==> src/rtl/pipeline_pkg.sv <==
// Shared pipeline definitions: ALU opcodes, operand-2 source encodings,
// operand-stage FSM states and the register-number width.
package pipeline_pkg;

  localparam int REGW = 5;

  // ALU opcodes
  localparam logic [3:0] ALU_NOP  = 4'd0;
  localparam logic [3:0] ALU_AND  = 4'd1;
  localparam logic [3:0] ALU_OR   = 4'd2;
  localparam logic [3:0] ALU_XOR  = 4'd3;
  localparam logic [3:0] ALU_NOR  = 4'd4;
  localparam logic [3:0] ALU_SLT  = 4'd5;
  localparam logic [3:0] ALU_SLTU = 4'd6;
  localparam logic [3:0] ALU_LUI  = 4'd7;
  localparam logic [3:0] ALU_ADD  = 4'd8;
  localparam logic [3:0] ALU_ADDU = 4'd9;
  localparam logic [3:0] ALU_SUB  = 4'd10;
  localparam logic [3:0] ALU_SUBU = 4'd11;
  localparam logic [3:0] ALU_SLL  = 4'd12;
  localparam logic [3:0] ALU_SRL  = 4'd13;
  localparam logic [3:0] ALU_SRA  = 4'd14;

  // Operand-2 source select
  localparam logic [1:0] SRC_RT    = 2'd0;
  localparam logic [1:0] SRC_IMM   = 2'd1;
  localparam logic [1:0] SRC_SHAMT = 2'd2;

  typedef enum logic [1:0] {
    ST_EMPTY  = 2'd0,
    ST_FULL   = 2'd1,
    ST_HAZARD = 2'd2
  } state_e;

  // rt is read by every form except the immediate form
  function automatic logic uses_rt(input logic [1:0] src_sel);
    return (src_sel != SRC_IMM);
  endfunction

endpackage

==> src/rtl/operand_forward.sv <==
// Per-operand bypass mux: EX/MEM beats MEM/WB beats the register file.
// Register 0 always reads the register-file value.
module operand_forward #(
  parameter int XLEN = 32,
  parameter int REGW = 5
) (
  input  logic [REGW-1:0] src_num,
  input  logic [XLEN-1:0] rf_data,
  input  logic            exmem_we,
  input  logic [REGW-1:0] exmem_rd,
  input  logic [XLEN-1:0] exmem_data,
  input  logic            memwb_we,
  input  logic [REGW-1:0] memwb_rd,
  input  logic [XLEN-1:0] memwb_data,
  output logic [XLEN-1:0] fwd_data
);

  // Priority select of the freshest producer of src_num
  always_comb begin
    fwd_data = rf_data;
    if (src_num == {REGW{1'b0}}) begin
      fwd_data = rf_data;
    end else if (exmem_we && (exmem_rd == src_num)) begin
      fwd_data = exmem_data;
    end else if (memwb_we && (memwb_rd == src_num)) begin
      fwd_data = memwb_data;
    end else begin
      fwd_data = rf_data;
    end
  end

endmodule

==> src/rtl/exe_operand_stage.sv <==
// ID/EX operand stage in front of the ALU: valid/ready capture, operand
// formation with RAW bypassing, load-use stall, flush.
// Build option: define EXE_FWD_EN to enable the bypass paths; without it
// any pending-write match stalls decode and operands come from the
// register file.
module exe_operand_stage #(
  parameter int XLEN = 32,
  parameter int REGW = pipeline_pkg::REGW
) (
  input  logic            clk,
  input  logic            rst,
  input  logic            dec_valid,
  output logic            dec_ready,
  input  logic [REGW-1:0] dec_rs_num,
  input  logic [REGW-1:0] dec_rt_num,
  input  logic [REGW-1:0] dec_rd_num,
  input  logic [XLEN-1:0] dec_rs_data,
  input  logic [XLEN-1:0] dec_rt_data,
  input  logic [15:0]     dec_imm,
  input  logic            dec_imm_signed,
  input  logic [4:0]      dec_shamt,
  input  logic [1:0]      dec_src_sel,
  input  logic [3:0]      dec_alu_operation,
  input  logic            dec_reg_write,
  input  logic            dec_is_load,
  input  logic            exmem_reg_write,
  input  logic [REGW-1:0] exmem_rd,
  input  logic [XLEN-1:0] exmem_data,
  input  logic            exmem_is_load,
  input  logic            memwb_reg_write,
  input  logic [REGW-1:0] memwb_rd,
  input  logic [XLEN-1:0] memwb_data,
  input  logic            flush,
  input  logic            ex_ready,
  output logic            ex_valid,
  output logic [XLEN-1:0] alu_input1,
  output logic [XLEN-1:0] alu_input2,
  output logic [3:0]      alu_operation,
  output logic [REGW-1:0] ex_rd,
  output logic            ex_reg_write,
  output logic            ex_is_load
);
  import pipeline_pkg::*;

  state_e          state_q, state_d;
  logic            valid_q, valid_d;
  logic [XLEN-1:0] in1_q, in1_d, in2_q, in2_d;
  logic [3:0]      op_q, op_d;
  logic [REGW-1:0] rd_q, rd_d;
  logic            rw_q, rw_d, ld_q, ld_d;

  logic            rt_used_s, load_use_s, hazard_s;
  logic            fwd_ex_we_s, fwd_wb_we_s;
  logic            ready_s, capture_s, retire_s;
  logic [XLEN-1:0] rs_fwd_s, rt_fwd_s, op1_s, op2_s;

  // Load-use detection, plus plain RAW stalls when bypassing is absent
  always_comb begin
    rt_used_s  = uses_rt(dec_src_sel);
    load_use_s = exmem_reg_write && exmem_is_load && (exmem_rd != {REGW{1'b0}}) &&
                 ((exmem_rd == dec_rs_num) || (rt_used_s && (exmem_rd == dec_rt_num)));
`ifdef EXE_FWD_EN
    hazard_s    = load_use_s;
    fwd_ex_we_s = exmem_reg_write;
    fwd_wb_we_s = memwb_reg_write;
`else
    // A load match is a subset of the EX/MEM match, so load_use_s adds nothing new
    hazard_s = load_use_s ||
               (exmem_reg_write && (exmem_rd != {REGW{1'b0}}) &&
                ((exmem_rd == dec_rs_num) || (exmem_rd == dec_rt_num))) ||
               (memwb_reg_write && (memwb_rd != {REGW{1'b0}}) &&
                ((memwb_rd == dec_rs_num) || (memwb_rd == dec_rt_num)));
    fwd_ex_we_s = 1'b0;
    fwd_wb_we_s = 1'b0;
`endif
  end

  operand_forward #(.XLEN(XLEN), .REGW(REGW)) u_fwd_rs (
    .src_num    (dec_rs_num),
    .rf_data    (dec_rs_data),
    .exmem_we   (fwd_ex_we_s),
    .exmem_rd   (exmem_rd),
    .exmem_data (exmem_data),
    .memwb_we   (fwd_wb_we_s),
    .memwb_rd   (memwb_rd),
    .memwb_data (memwb_data),
    .fwd_data   (rs_fwd_s)
  );

  operand_forward #(.XLEN(XLEN), .REGW(REGW)) u_fwd_rt (
    .src_num    (dec_rt_num),
    .rf_data    (dec_rt_data),
    .exmem_we   (fwd_ex_we_s),
    .exmem_rd   (exmem_rd),
    .exmem_data (exmem_data),
    .memwb_we   (fwd_wb_we_s),
    .memwb_rd   (memwb_rd),
    .memwb_data (memwb_data),
    .fwd_data   (rt_fwd_s)
  );

  // Operand formation from the selected sources
  always_comb begin
    case (dec_src_sel)
      SRC_IMM: begin
        op1_s = rs_fwd_s;
        op2_s = dec_imm_signed ? {{(XLEN-16){dec_imm[15]}}, dec_imm}
                               : {{(XLEN-16){1'b0}}, dec_imm};
      end
      SRC_SHAMT: begin
        op1_s = rt_fwd_s;
        op2_s = {{(XLEN-5){1'b0}}, dec_shamt};
      end
      default: begin
        op1_s = rs_fwd_s;
        op2_s = rt_fwd_s;
      end
    endcase
  end

  // Handshake and next-state logic; flush dominates capture and hazards
  always_comb begin
    case (state_q)
      ST_EMPTY:  ready_s = !hazard_s;
      ST_FULL:   ready_s = ex_ready && !hazard_s;
      ST_HAZARD: ready_s = (!valid_q || ex_ready) && !hazard_s;
      default:   ready_s = 1'b0;
    endcase
    if (flush) begin
      ready_s = 1'b0;
    end else begin
      ready_s = ready_s;
    end
    capture_s = dec_valid && ready_s;
    retire_s  = valid_q && ex_ready;

    if (flush) begin
      state_d = ST_EMPTY;
    end else if (dec_valid && hazard_s) begin
      state_d = ST_HAZARD;
    end else if (capture_s || (valid_q && !ex_ready)) begin
      state_d = ST_FULL;
    end else begin
      state_d = ST_EMPTY;
    end
  end

  // Output register contents: capture, bubble on flush/retire, else hold
  always_comb begin
    valid_d = valid_q;
    in1_d   = in1_q;
    in2_d   = in2_q;
    op_d    = op_q;
    rd_d    = rd_q;
    rw_d    = rw_q;
    ld_d    = ld_q;
    if (flush || (retire_s && !capture_s)) begin
      valid_d = 1'b0;
      in1_d   = {XLEN{1'b0}};
      in2_d   = {XLEN{1'b0}};
      op_d    = ALU_NOP;
      rd_d    = {REGW{1'b0}};
      rw_d    = 1'b0;
      ld_d    = 1'b0;
    end else if (capture_s) begin
      valid_d = 1'b1;
      in1_d   = op1_s;
      in2_d   = op2_s;
      op_d    = dec_alu_operation;
      rd_d    = dec_rd_num;
      rw_d    = dec_reg_write;
      ld_d    = dec_is_load;
    end else begin
      valid_d = valid_q;
    end
  end

  // State and output registers with synchronous reset
  always_ff @(posedge clk) begin
    if (rst) begin
      state_q <= ST_EMPTY;
      valid_q <= 1'b0;
      in1_q   <= {XLEN{1'b0}};
      in2_q   <= {XLEN{1'b0}};
      op_q    <= ALU_NOP;
      rd_q    <= {REGW{1'b0}};
      rw_q    <= 1'b0;
      ld_q    <= 1'b0;
    end else begin
      state_q <= state_d;
      valid_q <= valid_d;
      in1_q   <= in1_d;
      in2_q   <= in2_d;
      op_q    <= op_d;
      rd_q    <= rd_d;
      rw_q    <= rw_d;
      ld_q    <= ld_d;
    end
  end

  assign dec_ready     = ready_s;
  assign ex_valid      = valid_q;
  assign alu_input1    = in1_q;
  assign alu_input2    = in2_q;
  assign alu_operation = op_q;
  assign ex_rd         = rd_q;
  assign ex_reg_write  = rw_q;
  assign ex_is_load    = ld_q;

endmodule

==> config.mk <==
export PLATFORM = sky130hd
export DESIGN_NAME = exe_operand_stage
export DESIGN_NICKNAME = d
export VERILOG_FILES = /design/src/rtl/pipeline_pkg.sv /design/src/rtl/operand_forward.sv /design/src/rtl/exe_operand_stage.sv
export SDC_FILE = /design/constraint.sdc
export NUM_CORES = 1
export LEC_CHECK = 0
export ABC_AREA = 1
export CAP_MARGIN = 20
export CORE_MARGIN = 4
export CORE_UTILIZATION = 39
export CTS_CLUSTER_DIAMETER = 120
export DETAILED_ROUTE_END_ITERATION = 16
export MAX_ROUTING_LAYER = met4
export PLACE_DENSITY = 0.88
export SYNTH_ARGS = -nofsm -noshare
export SYNTH_HDL_FRONTEND = slang
export SYNTH_SLANG_ARGS = --single-unit
==> constraint.sdc <==
create_clock -name clk -period 2.1 [get_ports clk]
set_clock_uncertainty 0.1 [all_clocks]
set_input_delay 0.42 -clock clk [delete_from_list [all_inputs] [get_ports clk]]
set_output_delay 0.42 -clock clk [all_outputs]
set_load 0.05 [all_outputs]
### Yosys cells after proc, flatten, opt, wreduce, memory -nomap -nowiden

Index checks and enable logic that the tools add are counted.

| storage, ports and cells | value |
|---|---|
| register bits after elaboration | 78 |
| bits of input ports | 191 |

| operators by class | value |
|---|---|
| mux-type cells | 7 |
| reductions and logical operators | 33 |
| equality and inequality tests | 9 |

Operator list:

| cell | count |
|---|---|
| 2-to-1 mux 32 bit | 2 |
| case mux 32 bit (2 select lines) | 1 |
| equality test 5 bit | 4 |
| logical AND 1 bit | 15 |
| nonzero test 5 bit | 2 |
| logical OR 1 bit | 8 |
| equality test 2 x 1 -> 1 bit, second input constant | 2 |
| equality test 2 bit, second input constant | 2 |
| zero test 1 bit | 4 |
| OR reduction 2 bit | 2 |
| case mux 1 bit (3 select lines) | 1 |
| OR reduction 3 bit | 1 |
| zero test 2 bit | 1 |
| 2-to-1 mux 1 bit | 2 |
| 2-to-1 mux 2 bit | 1 |
| inequality test 2 x 1 -> 1 bit, second input constant | 1 |

### Longest topological paths before layout

| depth | value |
|---|---|
| depth after elaboration | 15 |
| depth in mapped cells | 14 |
| mapped depth without buffers | 12 |

### Hierarchy

Synthesis repeated with hierarchy kept, for this count alone.

| second synthesis, totals | value |
|---|---|
| cell total of the unflattened synthesis | 1308 |
| area, all modules | 7195.7 um^2 |

Modules (own cells, without submodules):

| module | instances | cells an instance | area an instance (um^2) |
|---|---|---|---|
| exe_operand_stage | 1 | 696 | 4480.5 |
| operand_forward | 2 | 306 | 1357.6 |

### Worst setup path after synthesis

OpenSTA, ideal clock, no wires.

| timing | value |
|---|---|
| kind | register -> register |
| start point | register valid_q (netlist: ex_valid) |
| end point | register in1_q[22] (netlist: alu_input1[22]) |
| path buffers | 2 |
| cell stages (with the launch flop) | 12 |
| data required time | 1.886 ns |
| setup time | 0.114 ns |
| setup slack | 0.195 ns |
| data arrival time | 1.690 ns |
| cells stage by stage | dfxtp_1 nand2_2 o211ai_1 nand2_1 nand2_2 inv_2 nand4_4 nand2_1 nand2_1 buf_6 buf_6 nor2b_2 |

| between the ends | value |
|---|---|
| word-level cells in the longest chain between the ends | 10 |

RTL lines:

| element | RTL line | text |
|---|---|---|
| from (decl) | exe_operand_stage.sv:46 | `logic valid_q, valid_d;` |
| from (signal assigned) | exe_operand_stage.sv:191 | `valid_q <= valid_d;` |
| zero test 1 bit | exe_operand_stage.sv:126 | `ST_HAZARD: ready_s = (!valid_q \|\| ex_ready) && !hazard_s;` |
| logical OR 1 bit | exe_operand_stage.sv:126 |  |
| logical AND 1 bit | exe_operand_stage.sv:126 |  |
| case mux 1 bit (3 select lines) | exe_operand_stage.sv:123 | `case (state_q)` |
| 2-to-1 mux 1 bit | exe_operand_stage.sv:129 | `if (flush) begin` |
| logical AND 1 bit | exe_operand_stage.sv:134 | `capture_s = dec_valid && ready_s;` |
| zero test 1 bit | exe_operand_stage.sv:157 | `if (flush \|\| (retire_s && !capture_s)) begin` |
| logical AND 1 bit | exe_operand_stage.sv:157 |  |
| logical OR 1 bit | exe_operand_stage.sv:157 |  |
| OR reduction 2 bit (no line) | -- |  |
| to (signal assigned) | exe_operand_stage.sv:183 | `in1_q <= {XLEN{1'b0}};` |
| to (signal assigned) | exe_operand_stage.sv:192 | `in1_q <= in1_d;` |
| to (decl) | exe_operand_stage.sv:47 | `logic [XLEN-1:0] in1_q, in1_d, in2_q, in2_d;` |

Parallel ways exist; a longest one is shown, timed or not.
A chain may end at the register's enable or synchronous reset.

### Worst setup path after layout

| timing | value |
|---|---|
| start point | register state_q[1] |
| end point | output dec_ready |

| between the ends | value |
|---|---|
| word-level cells in the longest chain between the ends | 3 |

RTL lines:

| element | RTL line | text |
|---|---|---|
| from (decl) | exe_operand_stage.sv:45 | `state_e state_q, state_d;` |
| from (signal assigned) | exe_operand_stage.sv:190 | `state_q <= state_d;` |
| equality test 2 bit (tied with other cells) | exe_operand_stage.sv:123 |  |
| case mux 1 bit (3 select lines) (*) | exe_operand_stage.sv:123 |  |
| 2-to-1 mux 1 bit (*) | exe_operand_stage.sv:129 |  |
| to (decl) | exe_operand_stage.sv:13 | `output logic dec_ready,` |

Every way passes the cells marked *; elsewhere a longest branch is shown, timed or not.

==> reports/metrics.csv <==
stage;metric;value;unit
yosys;post-synthesis register bit count;78;
timing;RSZ-0062 raised after global routing;yes;
power;sw frac;28.01;%
floorplanning;die area;13910;um2
timing;Final Cycle Share;97.73;%
yosys;combinational family with the most area after synthesis;simple AND/OR/NAND/NOR gates;
yosys;Syn Nets;863;
route;DRT antenna net count;0;
power;maximum VDD drop;0.4097;mV
setup_path;worst path required time;1.58;ns
clocking;CTS Sinks;78;
clocking;Skew-Pair Late Insertion Delay;0.33;ns
route;drt pass-1 iters;5;
clocking;maximum buffer depth of the clock tree;2;
finish;ant diodes;0;
clocking;hold buffer count at cts;0;
finish;Synth-to-Final Area Change;54.21;%
clocking;root buf cell;clkbuf_16;
setup_path;Worst Setup EP;dec_ready;
global_route;first-pass GRT wire length;24360;um
timing;maximum clock rate;0.4872;GHz
setup_path;worst reg-to-reg setup slack;0.13;ns
yosys;Compound-Gate Fraction of Synth Area;6.102;%
power;Flop pwr share;35.6;%
timing;Final Max Tran Viols;0;
power;Comb pwr share;24.7;%
yosys;Synth area leader;dfxtp_1;
timing;setup tns final;0;ns
global_route;grt total ovfl;0;
global_route;antenna violations before repair;0;
setup_path;slowest cell on the critical path;dfxtp_2;
setup_path;CP max FO;3;
route;overall routed net length;15220;um
setup_path;critical path type;flip-flop to output pin;
timing;Final min period;2.052;ns
clocking;CTS tree;yes;
floorplanning;Ports;268;
yosys;adder-cell share of the synthesized area;1.327;%
finish;fin nets;1066;
floorplanning;Die X;118.0;um
setup_path;Crit path arrival time;1.53;ns
yosys;synthesized instance count;667;
finish;fin util;62.62;%
setup_path;Crit. Startpoint;state_q[1];
power;Clock power frac;39.6;%
route;DR vias;4965;
clocking;H-tree levels;3;
power;power per cell area;590.9;nW/um2
route;wire length on met1;6248;um
place;input/output buffers;202;
setup_path;Critical Path, Cell by Cell;inv_2 > ha_4 > o211ai_1 > nand2_1 > nand2_4 > nor2_8 > buf_12;
route;metal2 WL;7322;um
place;Setup WS pre-CTS;-0.3717;ns
yosys;Cell variety after synth;29;
route;WL/cell;14.95;um
yosys;Netlist Area Pre-Place;4716;um2
timing;Hold Slack;0.4257;ns
yosys;Synth warnings;0;
setup_path;worst reg2reg path depth;11;
place;gp weighted congestion;0.8655;
global_route;largest net degree at the start of global routing;53;
power;NetSw;1204;uW
clocking;cts bufs inserted;9;
route;Detailed Route Iter0 Violations;267;
yosys;register area share after synthesis;33.11;%
floorplanning;initial core utilization;40.61;%
route;highest metal used;met4;
power;cell leakage power;0.003296;uW
flow_run;Max-Cap Viols;0;
global_route;GR Util All Layers;22.04;%
setup_path;worst r2r src;state_q[1];
timing;Hold Vio Cnt, Final;0;
timing;Least-Margin Pin Slew;0.5858;ns
finish;layout cells sized above 1;16.00;%
yosys;mux cell area share after synthesis;3.104;%
floorplanning;Die Y-Extent;118.0;um
yosys;post-synth top area share;33.11;%
power;Total Power;4297;uW
yosys;XOR/XNOR Fraction of Synth Area;0.9286;%
floorplanning;cell row count;39;
floorplanning;Core Area;11610;um2
yosys;Avg Cell Area, Syn;7.070;um2
route;metal3 WL;1056;um
setup_path;max incr delay on CP;0.35;ns
setup_path;r2r endpoint;alu_input1[1];
clocking;clk slew on worst S/H paths;0.06;ns
setup_path;crit start category;flip-flop;
power;internal power;3093;uW
timing;worst setup margin;0.04763;ns
timing;worst-case headroom to the max-slew limit;60.95;%
timing;Final setup viols;0;
run_status;status;complete, no violations;
place;HPWL Detailed;11210;um
min_path;class of the tightest hold or removal check;input port to flip-flop;
yosys;simple-gate share of the synthesized area;44.73;%
global_route;vias in the first global route;4855;
yosys;Area contributors post-synth;dfxtp_1 (33%), nand2_1 (18%), nor2b_1 (8.6%);
route;Vias per Instance;4.877;
setup_path;Crit. End Element;output pin;
route;DRC violations left;0;
through the flow:
stage / area (um2) / cells
2_1_floorplan: 4716 / 667
3_3_place_gp: 6904 / 997
3_5_place_dp: 6904 / 997
4_1_cts: 7222 / 1015
5_1_grt: 7272 / 1018
6_report: 7272 / 1018
placed cells by master (no fill, tap or decap), types with 3 or more instances in the layout:
cell type        netlist  final
ha_1                   5      3
buf_12                 4      9
mux2_2                13     13
buf_4                  3     36
o21ai_0               21     19
clkbuf_16              0      9
a21oi_1               21     21
inv_2                 10     14
clkdlybuf4s50_1        0    170
dfxtp_1               78     76
xnor2_1                4      4
nor2_1                32     30
nand2_2                4      4
a22o_1                 8      8
nand3_2               29     29
nor2b_2                9      9
nor2b_1               65     65
inv_1                 39     35
nand3_1               56     56
dlygate4sd2_1          0     18
nand2_1              221    220
routing by layer:
layer,track usage (%),up-vias
met1,25.26,2224
li1,-,2503
met2,35.75,197
met3,5.815,41
met4,10.77,0
met5,-,-
worst min-delay path by stage:
| stage | from | end | slack [ns] | cells after the start |
|---|---|---|---|---|
| final | ex_ready | state_q[0] | 0.43 | 5 |
| after CTS | alu_input1[23] | alu_input1[23] | 0.46 | 3 |
| after global routing | ex_ready | state_q[0] | 0.44 | 5 |
| after detailed placement | alu_input1[23] | alu_input1[23] | 0.44 | 3 |
| after floorplan | rst | state_q[0] | 0.49 | 3 |
| after global placement | alu_input1[28] | alu_input1[28] | 0.44 | 3 |
repair_timing:
item	4_1_cts	5_1_grt
gates resized for setup	23	12
pin swaps	4	5
setup buffers	2	3
gates cloned	0	0
endpoints found under the setup margin	5	42
flip-flops by register name (all words and copies together), names as in the netlist:
register       count
alu_input1        32
alu_input2        32
ex_rd              5
alu_operation      4
state_q            2
ex_is_load         1
ex_reg_write       1
ex_valid           1
cell type report:
type                       instances  area (um2)
clock buffer                      11       242.7
clock inverter                     5       82.58
fill                            1030        4342
inverter                          49       183.9
multi-input combinational        496        2678
sequential                        78        1564
tap                              143       178.9
timing repair buffer             236        2342
kinds of logic after synthesis:
kind of cell,count (synthesis)
AOI/OAI and AO/OA,51
xor gates and xnor gates,5
adders and majority gates,5
buffers and inverters,93
DFF,78
muxes,13
and+or+nand+nor,422
power groups by stage:
stage / sequential, uW / combinational, uW / clock, uW
floorplan: 1680 / 506 / 0
global placement: 1560 / 1050 / 0
detailed placement: 1560 / 1060 / 0
CTS: 1530 / 1060 / 1730
global route: 1540 / 1150 / 1810
finish: 1530 / 1060 / 1700
worst max-delay path: cells and delay by family (launching register included):
family,cells,cell delay (ns)
compound gates,1,0.07
fa+ha+maj,1,0.25
flops,1,0.35
simple gates,3,0.33
buf+inv,2,0.20
synth_stat cells (all sizes together):
cell,count
o211ai,1
nor2b,75
o21ai,21
nor2,33
nand4,3
ha,5
buf,32
clkbuf,12
a22o,8
dfxtp,78
nand3,85
a21oi,21
inv,49
xnor2,4
xor2,1
mux2,13
nand2,226
Note: power is estimated with default switching activity, not from simulation.
